--- src/rtl/preg_alloc_ctrl_pkg.sv ---
// ---------------------------------------------------------------------------
// preg_alloc_ctrl_pkg
// Shared sizing constants and index types for the physical register file
// free list. Rename, ROB and the allocator all import this package so that
// physical register numbers have a single, agreed width.
// ---------------------------------------------------------------------------
package preg_alloc_ctrl_pkg;

  localparam int PREG_W        = 6;
  localparam int NUM_PHYS_REGS = 64;
  localparam int NUM_ARCH_REGS = 32;
  localparam int FL_DEPTH      = NUM_PHYS_REGS - NUM_ARCH_REGS;

  // Free-list pointers address FL_DEPTH slots; the count needs one more bit
  // so that a completely full list (FL_DEPTH entries) is representable.
  localparam int FL_PTR_W = $clog2(FL_DEPTH);
  localparam int FL_CNT_W = FL_PTR_W + 1;

  typedef logic [PREG_W-1:0]   preg_t;
  typedef logic [FL_PTR_W-1:0] fl_ptr_t;
  typedef logic [FL_CNT_W-1:0] fl_cnt_t;

endpackage

--- src/rtl/preg_free_fifo.sv ---
// ---------------------------------------------------------------------------
// preg_free_fifo
// Storage array for the physical register free list: one combinational read
// port and two write ports. Only the reset init pattern touches the data;
// pointers and occupancy live in the controller.
//
// Ports
//   clk_i      clock
//   reset_i    async active-high reset, loads slot i with BASE+i
//   rd_addr_i  read address (free-list head)
//   rd_data_o  entry at rd_addr_i
//   we1_i / waddr1_i / wdata1_i   write port 1
//   we2_i / waddr2_i / wdata2_i   write port 2 (never same address as port 1)
// ---------------------------------------------------------------------------
module preg_free_fifo
  import preg_alloc_ctrl_pkg::*;
#(
  parameter int DEPTH = FL_DEPTH,
  parameter int BASE  = NUM_ARCH_REGS,
  parameter int AW    = $clog2(DEPTH)
) (
  input  logic              clk_i,
  input  logic              reset_i,
  input  logic [AW-1:0]     rd_addr_i,
  output logic [PREG_W-1:0] rd_data_o,
  input  logic              we1_i,
  input  logic [AW-1:0]     waddr1_i,
  input  logic [PREG_W-1:0] wdata1_i,
  input  logic              we2_i,
  input  logic [AW-1:0]     waddr2_i,
  input  logic [PREG_W-1:0] wdata2_i
);

  logic [PREG_W-1:0] mem_q [DEPTH];

  // Reset seeds the list with the registers not mapped to architectural
  // state; afterwards the two release ports write independently.
  always_ff @(posedge clk_i or posedge reset_i) begin
    if (reset_i) begin
      for (int i = 0; i < DEPTH; i++) begin
        mem_q[i] <= PREG_W'(BASE + i);
      end
    end else begin
      if (we1_i) mem_q[waddr1_i] <= wdata1_i;
      if (we2_i) mem_q[waddr2_i] <= wdata2_i;
    end
  end

  assign rd_data_o = mem_q[rd_addr_i];

endmodule

--- src/rtl/preg_alloc_ctrl.sv ---
// ---------------------------------------------------------------------------
// preg_alloc_ctrl
// Physical register allocator. Hands out the register at the head of a
// circular free list to the rename stage and takes back up to two released
// registers per cycle from retire. A membership bitmap rejects double
// releases; a full list drops excess releases. Both events latch sticky
// error flags.
//
// Ports
//   clk_i            clock
//   reset_i          async active-high reset
//   alloc_req_i      rename wants one destination register
//   alloc_gnt_o      request granted, alloc_preg_o consumed this cycle
//   alloc_preg_o     register at the free-list head
//   rel_valid1_i/2_i retire release ports
//   rel_preg1_i/2_i  registers being released
//   free_count_o     registered number of free registers
//   empty_o          registered free_count == 0
//   stall_o          alloc_req_i && !alloc_gnt_o
//   overflow_err_o   sticky: release dropped because the list was full
//   dup_err_o        sticky: release of a register that was already free
// ---------------------------------------------------------------------------
module preg_alloc_ctrl
  import preg_alloc_ctrl_pkg::*;
#(
  parameter int NUM_PHYS_REGS = preg_alloc_ctrl_pkg::NUM_PHYS_REGS,
  parameter int NUM_ARCH_REGS = preg_alloc_ctrl_pkg::NUM_ARCH_REGS,
  parameter int FL_DEPTH      = NUM_PHYS_REGS - NUM_ARCH_REGS
) (
  input  logic              clk_i,
  input  logic              reset_i,
  input  logic              alloc_req_i,
  output logic              alloc_gnt_o,
  output logic [PREG_W-1:0] alloc_preg_o,
  input  logic              rel_valid1_i,
  input  logic [PREG_W-1:0] rel_preg1_i,
  input  logic              rel_valid2_i,
  input  logic [PREG_W-1:0] rel_preg2_i,
  output logic [PREG_W-1:0] free_count_o,
  output logic              empty_o,
  output logic              stall_o,
  output logic              overflow_err_o,
  output logic              dup_err_o
);

  localparam int PTR_W = $clog2(FL_DEPTH);
  localparam int CNT_W = PTR_W + 1;

  logic [PTR_W-1:0]         head_q, head_d;
  logic [PTR_W-1:0]         tail_q, tail_d;
  logic [CNT_W-1:0]         count_q, count_d;
  logic [NUM_PHYS_REGS-1:0] inFree_q, inFree_d;
  logic                     empty_q;
  logic                     overflow_q;
  logic                     dup_q;

  logic              allocGnt;
  logic [CNT_W-1:0]  countAfterAlloc;
  logic [CNT_W-1:0]  room;
  logic              dup1, dup2, acc1, acc2, dropFull;
  logic              we1, we2;
  logic [PREG_W-1:0] wdata1;
  logic [PREG_W-1:0] headPreg;

  preg_free_fifo #(
    .DEPTH (FL_DEPTH),
    .BASE  (NUM_ARCH_REGS),
    .AW    (PTR_W)
  ) u_fifo (
    .clk_i     (clk_i),
    .reset_i   (reset_i),
    .rd_addr_i (head_q),
    .rd_data_o (headPreg),
    .we1_i     (we1),
    .waddr1_i  (tail_q),
    .wdata1_i  (wdata1),
    .we2_i     (we2),
    .waddr2_i  (tail_q + PTR_W'(1)),
    .wdata2_i  (rel_preg2_i)
  );

  // Grant, release acceptance and next state. Capacity is judged after the
  // same-cycle allocation frees its slot, so an allocation and two releases
  // can all land together. Port 1 has priority for the last free slot, and
  // a port-2 release naming the same register as port 1 counts as a
  // duplicate. Releases only reach the list on the next edge, so a register
  // released while empty is never granted in the same cycle.
  always_comb begin
    allocGnt        = alloc_req_i && (count_q != '0);
    countAfterAlloc = count_q - CNT_W'(allocGnt);
    room            = CNT_W'(FL_DEPTH) - countAfterAlloc;

    dup1 = rel_valid1_i && inFree_q[rel_preg1_i];
    acc1 = rel_valid1_i && !dup1 && (room != '0);
    dup2 = rel_valid2_i && (inFree_q[rel_preg2_i] ||
           (rel_valid1_i && (rel_preg1_i == rel_preg2_i)));
    acc2 = rel_valid2_i && !dup2 && (room > CNT_W'(acc1));
    dropFull = (rel_valid1_i && !dup1 && !acc1) ||
               (rel_valid2_i && !dup2 && !acc2);

    // A lone port-2 release still goes to the tail slot.
    we1    = acc1 || acc2;
    we2    = acc1 && acc2;
    wdata1 = acc1 ? rel_preg1_i : rel_preg2_i;

    head_d  = head_q + PTR_W'(allocGnt);
    tail_d  = tail_q + PTR_W'(acc1) + PTR_W'(acc2);
    count_d = countAfterAlloc + CNT_W'(acc1) + CNT_W'(acc2);

    inFree_d = inFree_q;
    if (allocGnt) inFree_d[headPreg]    = 1'b0;
    if (acc1)     inFree_d[rel_preg1_i] = 1'b1;
    if (acc2)     inFree_d[rel_preg2_i] = 1'b1;
  end

  // All state resets asynchronously, so an edge that coincides with reset
  // commits nothing from in-flight requests.
  always_ff @(posedge clk_i or posedge reset_i) begin
    if (reset_i) begin
      head_q     <= '0;
      tail_q     <= '0;
      count_q    <= CNT_W'(FL_DEPTH);
      empty_q    <= 1'b0;
      overflow_q <= 1'b0;
      dup_q      <= 1'b0;
      for (int i = 0; i < NUM_PHYS_REGS; i++) begin
        inFree_q[i] <= (i >= NUM_ARCH_REGS) && (i < NUM_ARCH_REGS + FL_DEPTH);
      end
    end else begin
      head_q     <= head_d;
      tail_q     <= tail_d;
      count_q    <= count_d;
      inFree_q   <= inFree_d;
      empty_q    <= (count_d == '0);
      overflow_q <= overflow_q || dropFull;
      dup_q      <= dup_q || dup1 || dup2;
    end
  end

  assign alloc_gnt_o    = allocGnt;
  assign alloc_preg_o   = headPreg;
  assign stall_o        = alloc_req_i && !allocGnt;
  assign free_count_o   = PREG_W'(count_q);
  assign empty_o        = empty_q;
  assign overflow_err_o = overflow_q;
  assign dup_err_o      = dup_q;

endmodule

--- config.mk ---
export PLATFORM = sky130hd
export DESIGN_NAME = preg_alloc_ctrl
export DESIGN_NICKNAME = d
export VERILOG_FILES = /design/src/rtl/preg_alloc_ctrl_pkg.sv /design/src/rtl/preg_free_fifo.sv /design/src/rtl/preg_alloc_ctrl.sv
export SDC_FILE = /design/constraint.sdc
export NUM_CORES = 1
export LEC_CHECK = 0
export ABC_AREA = 1
export CORE_AREA = 2 2 251 253
export CTS_BUF_LIST = sky130_fd_sc_hd__clkbuf_4 sky130_fd_sc_hd__clkbuf_8
export DETAILED_ROUTE_END_ITERATION = 8
export DIE_AREA = 0 0 253 255
export GPL_TIMING_DRIVEN = 0
export HOLD_SLACK_MARGIN = 0.1
export PLACE_DENSITY_LB_ADDON = 0.12
export SYNTH_ARGS = -nofsm -noshare
export SYNTH_HDL_FRONTEND = slang
export SYNTH_SLANG_ARGS = --single-unit
--- constraint.sdc ---
create_clock -name clk_i -period 13.3 [get_ports clk_i]
set_input_delay 3.99 -clock clk_i [delete_from_list [all_inputs] [get_ports clk_i]]
set_output_delay 3.99 -clock clk_i [all_outputs]
set_load 0.01 [all_outputs]
==> results.yml, run 1 <==
setup_path:
  cp_slowest_cell: "or4_1"
  critPathCaptureType: "flop"
  startpoint_type: "input pin"
  cp_max_fo: 10
  r2r_cells: 26
  worstSetupPathType: "input pin to flop"
  cp.arrival_ps: 10590
  reg2reg_from: "free_count_o[2]"
  ff2ff_setup_slack_ps: 6260
  crit_end: "empty_o"
  cp_data_required_time_ps: 13900
  cp_slowest_stage_delay_ps: 510
  cp_common_cell: "ha_1"
  r2r-end: "empty_o"
  startpoint: "alloc_req_i"
timing:
  setup_viol: 0
  fin_crit_ps: 9990
  timing.final.crit_share: 0.7511
  worstMarginPinSlew_ps: 1329
  rsz0062_at_grt: "no"
  finalHoldViolCount: 0
  final_max_slew_viol_count: 0
  fin_skew_ps: 69.05
  slew_headroom: 0.1110
  fmax_mhz: 100.1
synth:
  synth_xor_xnor_area_share: 0.006173
  postSynthCellCount: 2857
  ys_ff_latch: 275
  synth_largest_area_cell: "nand2_1"
  yosys.area_share.adder: 0.008276
  yosysWarningCount: 0
  synth_top_family_by_area: "simple AND/OR/NAND/NOR gates"
  synth_area_sq_um: 18440
  synth-simple-area-share: 0.4239
  synth_compound_area_frac: 0.08643
  ys_types: 37
  synth_top_area_share: 0.2440
  synth.avg_cell_area_sq_um: 6.456
  synthTopCellsByArea: "nand2_1, dfstp_2, dfrtp_1"
  ys_seq_area_frac: 0.3829
  synth.area.mux_share: 0
  syn-num-nets: 2885
floorplanning:
  die-area_sq_um: 64520
  die_h_microns: 255
  rows: 92
  start_util: 0.2967
  ios: 34
  dieWidth_microns: 253
  core_area_sq_um: 62160
global_route:
  grt_first_pass_wirelength_microns: 130100
  grt_overflow: 0
  antenna_found_initial: 1
  grt_usage: 0.2771
  grt_pass1_vias: 19258
  grt_max_degree: 97
routing:
  routed_wl_microns: 89260
  drtIter0Drc: 1939
  first_pass_iters: 6
  vias: 20033
  postRouteAntennaNets: 0
  drc: 0
  wire_per_inst_microns: 23.48
  vias_per_cell: 5.269
hold_path:
  min_from: "dup_err_o"
  hold_path.class: "flop to flop"
finish:
  instances_no_fill: 3802
  nNetsFinal: 2984
  diodes: 0
  fin_util: 0.3412
  area_delta_synth_final_pct: 14.99
  drive_gt1_frac: 0.1505
place:
  io_buffers: 30
  dp.cells: 3695
  finalWeightedCongestion: 0.9839
  dp_hpwl_microns: 61990
power_and_ir_drop:
  powerDensity_nw_per_um2: 248.6
  p_leak_uw: 0.01062
  ir_drop_mv: 0.08953
run:
  drv_cap: 0
clocking:
  cts_resized: 0
  ctsRootBufferMaster: "clkbuf_8"
  clkLatencyLatePin_ps: 720
  post_cts_buffers: 0
  clock_sinks: 275
  cts.clk_slew.worst_paths_ps: 60
  cts_hold_buf: 0
  cts_buffers: 58
  clock_path_buffers: 3
  cts_tree: "built"
  htree_levels: 2
status:
  status: "finished, final reports clean"
==> layout make-up <==
| type | instances | area, sq um |
|---|---|---|
| timing repair buffer | 39 | 434.2 |
| multi-input combinational | 2162 | 9756 |
| sequential | 275 | 7063 |
| inverter | 287 | 1085 |
| fill | 6838 | 40950 |
| tap | 799 | 999.7 |
| clock inverter | 9 | 47.55 |
| buffer | 133 | 624.3 |
| clock buffer | 98 | 1199 |
==> through the flow <==
step           area (sq um)  power (uW)  setup TNS (ps)  setup WS (ps)  hold slack (ps)
3_5_place_dp          19960        4206               0           2654            470.7
5_1_grt               21210        5614               0           2987            527.1
6_report              21210        5271               0           3310            491.2
2_1_floorplan         18440        3124               0           1970            464.8
4_1_cts               21200        5229               0           3416            497.3
3_3_place_gp          19740        4176         -390680          -3041            474.4
==> how the worst min path moves through the flow <==
stage,cells past startpoint,slack (ps),to
2_1_floorplan,2,460,inFree_q[24]
3_3_place_gp,1,470,dup_err_o
3_5_place_dp,2,470,overflow_err_o
4_1_cts,1,500,dup_err_o
5_1_grt,2,530,inFree_q[38]
6_report,1,490,dup_err_o
==> cells by family after synthesis <==
| logic type | count (synthesis) |
|---|---|
| simple gates | 1834 |
| flops | 275 |
| fa+ha+maj | 11 |
| compound gates | 304 |
| xor+xnor | 13 |
| buf+inv | 420 |
==> cells in the final DEF, fill, tap and decap left out, types with 3 or more instances in the layout <==
cell / synthesis / layout
a21oi_1: 55 / 55
clkbuf_8: 0 / 74
clkinv_2: 0 / 8
buf_6: 3 / 10
inv_1: 241 / 240
clkbuf_1: 55 / 55
nor2_1: 241 / 241
clkinv_1: 11 / 11
dfrtp_1: 130 / 130
xnor2_1: 4 / 4
buf_4: 9 / 9
o21ai_1: 52 / 52
xor2_1: 9 / 9
dfstp_2: 145 / 145
nor4_2: 9 / 6
o22ai_1: 12 / 12
buf_1: 11 / 11
nor3_2: 8 / 18
nand3_2: 41 / 41
buf_2: 55 / 55
nor3_1: 25 / 15
nor2_2: 7 / 7
o21ai_2: 3 / 3
nand2_2: 4 / 4
nand2_1: 1199 / 1199
nor4_4: 3 / 6
inv_2: 35 / 35
clkbuf_4: 0 / 24
clkdlybuf4s50_1: 0 / 30
nand3_1: 274 / 274
nand4_1: 18 / 18
o211ai_1: 15 / 15
ha_1: 9 / 9
o21ai_0: 165 / 165
==> flip-flops by register name, summed over array words and instances (netlist names) <==
name / flops
tail_q: 5
inFree_q: 64
dup_err_o: 1
free_count_o: 6
empty_o: 1
head_q: 5
u_fifo.mem_q: 192
overflow_err_o: 1
==> cells in the mapped netlist <==
library cell	number
inv_1	241
buf_1	11
o21ai_1	52
a221o_1	1
xor2_1	9
inv_2	35
ha_1	9
clkbuf_1	55
nor4_4	3
or4_1	1
nand3_2	41
clkinv_1	11
buf_4	9
o21ai_0	165
nor2_4	1
buf_2	55
fa_1	2
nor2_2	7
nand2_2	4
a21oi_1	55
nor4_2	9
nand4_4	2
nand4_1	18
nand2_1	1199
nand3_1	274
nor2_1	241
buf_6	3
o22ai_1	12
o21ai_2	3
o221ai_1	1
nor3_2	8
o211ai_1	15
nand3b_1	1
dfrtp_1	130
nor3_1	25
dfstp_2	145
xnor2_1	4
==> power breakdown <==
group	internal (uW)	switching (uW)	leakage, uW
Combinational	740	1950	0.00689
Clock	563	441	0.000674
Sequential	1350	224	0.00305
Total	2660	2620	0.0106
==> layer usage <==
| metal | GRT usage | share of wire | vias to the layer above |
|---|---|---|---|
| met5 | 0 | 0.00016 | - |
| met4 | 0.1383 | 0.055 | 2 |
| met3 | 0.05421 | 0.075 | 249 |
| met2 | 0.4538 | 0.46 | 908 |
| met1 | 0.3490 | 0.41 | 9652 |
| li1 | - | - | 9222 |
==> critical path, delay by kind of cell <==
kind	cells	cell delay, ps
buffers and inverters	7	1970
adders and majority gates	6	1800
AOI/OAI and AO/OA	1	260
and+or+nand+nor	11	2530
No activity file was read; power rests on OpenSTA's default activity.
==> inputs of run 2 (changes only) <==
- clock period: 13.3 -> 10.4 ns (I/O delays scaled with it)
==> run 2 against run 1 <==
The flow now finishes with violations (max-capacitance violations). Non-clock buffer count grew 6. Critical path depth is the same. Setup slack lost 2000 ps. Utilization is essentially flat. Sequential power grew 28%. Combinational power grew 28%. Count of clock-buffer cells in the layout shrank 10. Clock power grew 24%. First-iteration DRC count grew 8.7%. Register-to-register slack lost 2800 ps. Global-route usage shrank 0.36 points. Flip-flop and latch count is the same. Largest power group unchanged.
==> results.yml, run 2 (synthesized netlist as in run 1, its figures left out) <==
status:
  status: "finished, violations left"
  violations: "max-capacitance violations"
setup_path:
  worstSetupPathType: "input pin to flop"
  startpoint_type: "input pin"
  cp_max_fo: 10
  critPathCaptureType: "flop"
  cp_data_required_time_ps: 11010
  cp.arrival_ps: 9730
clocking:
  ctsRootBufferMaster: "clkbuf_8"
  clock_path_buffers: 3
  cts_tree: "built"
  cts_buffers: 56
  clkLatencyLatePin_ps: 700
  post_cts_buffers: 0
  cts_hold_buf: 0
  cts.clk_slew.worst_paths_ps: 60
  cts_resized: 0
  htree_levels: 2
  clock_sinks: 275
floorplanning:
  die-area_sq_um: 64520
  core_area_sq_um: 62160
  die_h_microns: 255
  dieWidth_microns: 253
  start_util: 0.2967
  rows: 92
  ios: 34
finish:
  final_cell_mix: "nand2_1, nand3_1, nor2_1"
  largest_register: "u_fifo.mem_q"
  largest_register_ffs: 192
  fillers: 6850
  final_common_cell: "nand2_1"
  final-seq-area_sq_um: 7063
  instances_no_fill: 3801
  drive_gt1_frac: 0.1500
  multi_input_area_sq_um: 9747
  area_delta_synth_final_pct: 15.12
  nNetsFinal: 2988
routing:
  routed_wl_microns: 88470
  wire_per_inst_microns: 23.28
  vias_per_cell: 5.283
  drc: 0
  vias: 20081
  postRouteAntennaNets: 0
  first_pass_iters: 6
  drtIter0Drc: 2108
global_route:
  grt_max_degree: 41
  antenna_found_initial: 1
  grt_overflow: 0
  grt_first_pass_wirelength_microns: 128600
  grt_pass1_vias: 18864
  grt_usage: 0.2736
timing:
  setup_viol: 0
  fin_skew_ps: 52.62
  slew_headroom: 0.01695
  fmax_mhz: 109.6
  timing.final.crit_share: 0.8770
  setup-tns-final_ps: 0
  worstMarginPinSlew_ps: 1469
  finalHoldViolCount: 0
  fin_crit_ps: 9121
  final_max_slew_viol_count: 0
  rsz0062_at_grt: "no"
  layout_setup_ws_ps: 1279
power_and_ir_drop:
  powerDensity_nw_per_um2: 315.9
  ir_drop_mv: 0.1486
  p_leak_uw: 0.01062
place:
  dp_hpwl_microns: 62220
  dp.cells: 3700
  finalWeightedCongestion: 1.009
  io_buffers: 30
  dp_slack_ps: 657.4
run:
  drv_cap: 1
hold_path:
  hold_path.class: "flop to flop"
==> run 2: path summary, 6_finish.rpt <==
kind / from / to / slack [ps] / cells after the start
max in group asynchronous: reset_i / inFree_q[37] / 5970 / 6
min: inFree_q[8] / inFree_q[8] / 500 / 2
min in group asynchronous: reset_i / u_fifo.mem_q[57] / 2950 / 2
min reg2reg: inFree_q[8] / inFree_q[8] / 500 / 2
max: alloc_req_i / empty_o / 1280 / 25
max reg2reg: free_count_o[0] / empty_o / 3410 / 26
==> run 2: through the flow <==
stage | hold slack [ps] | instance area [sq um] | utilization | total power, uW
after floorplan | 464.8 | 18450 | - | 3996
after global placement | 475.6 | 19750 | 0.3177 | 5324
after detailed placement | 481.0 | 20050 | 0.3225 | 5365
after CTS | 500.7 | 21220 | 0.3413 | 6640
after global routing | 507.6 | 21230 | 0.3416 | 7128
final | 499.4 | 21230 | 0.3416 | 6707
==> run 2: layer usage <==
metal | wire (microns) | vias up | global-route usage
met3 | 6479 | 206 | 0.04251
li1 | - | 9209 | -
met4 | 4194 | 0 | 0.1243
met1 | 37130 | 9726 | 0.3533
met2 | 40670 | 940 | 0.4514
met5 | 0 | - | 0
==> run 2: power by group <==
group,switching [uW],internal [uW]
Sequential,288,1730
Combinational,2490,955
Clock,543,695
Total,3320,3380
==> run 2: final cells by class <==
class | count | area share
plain buffers | 133 | 0.02940
clock buffers | 88 | 0.05026
well taps | 799 | 0.04708
inverters | 287 | 0.05091
repair buffers | 45 | 0.02557
diodes | 1 | 0.0001179
clock inverters | 11 | 0.004950
flip-flops and latches | 275 | 0.3326
multi-input cells | 2162 | 0.4590
==> run 2: worst max-delay path, stage by stage <==
cell,delay [ps]
clkdlybuf4s50_1,490
nand2_1,130
inv_1,400
ha_1,320
ha_1,240
ha_1,190
inv_1,50
nor2_1,90
nand4_1,90
o21ai_0,260
nand3_1,420
nand4_4,330
buf_2,380
inv_1,140
ha_1,300
nor2_1,40
nor2_1,70
nand3_1,310
nand4_4,340
buf_2,370
inv_1,190
fa_1,420
ha_1,340
or4_1,500
nor3_1,140
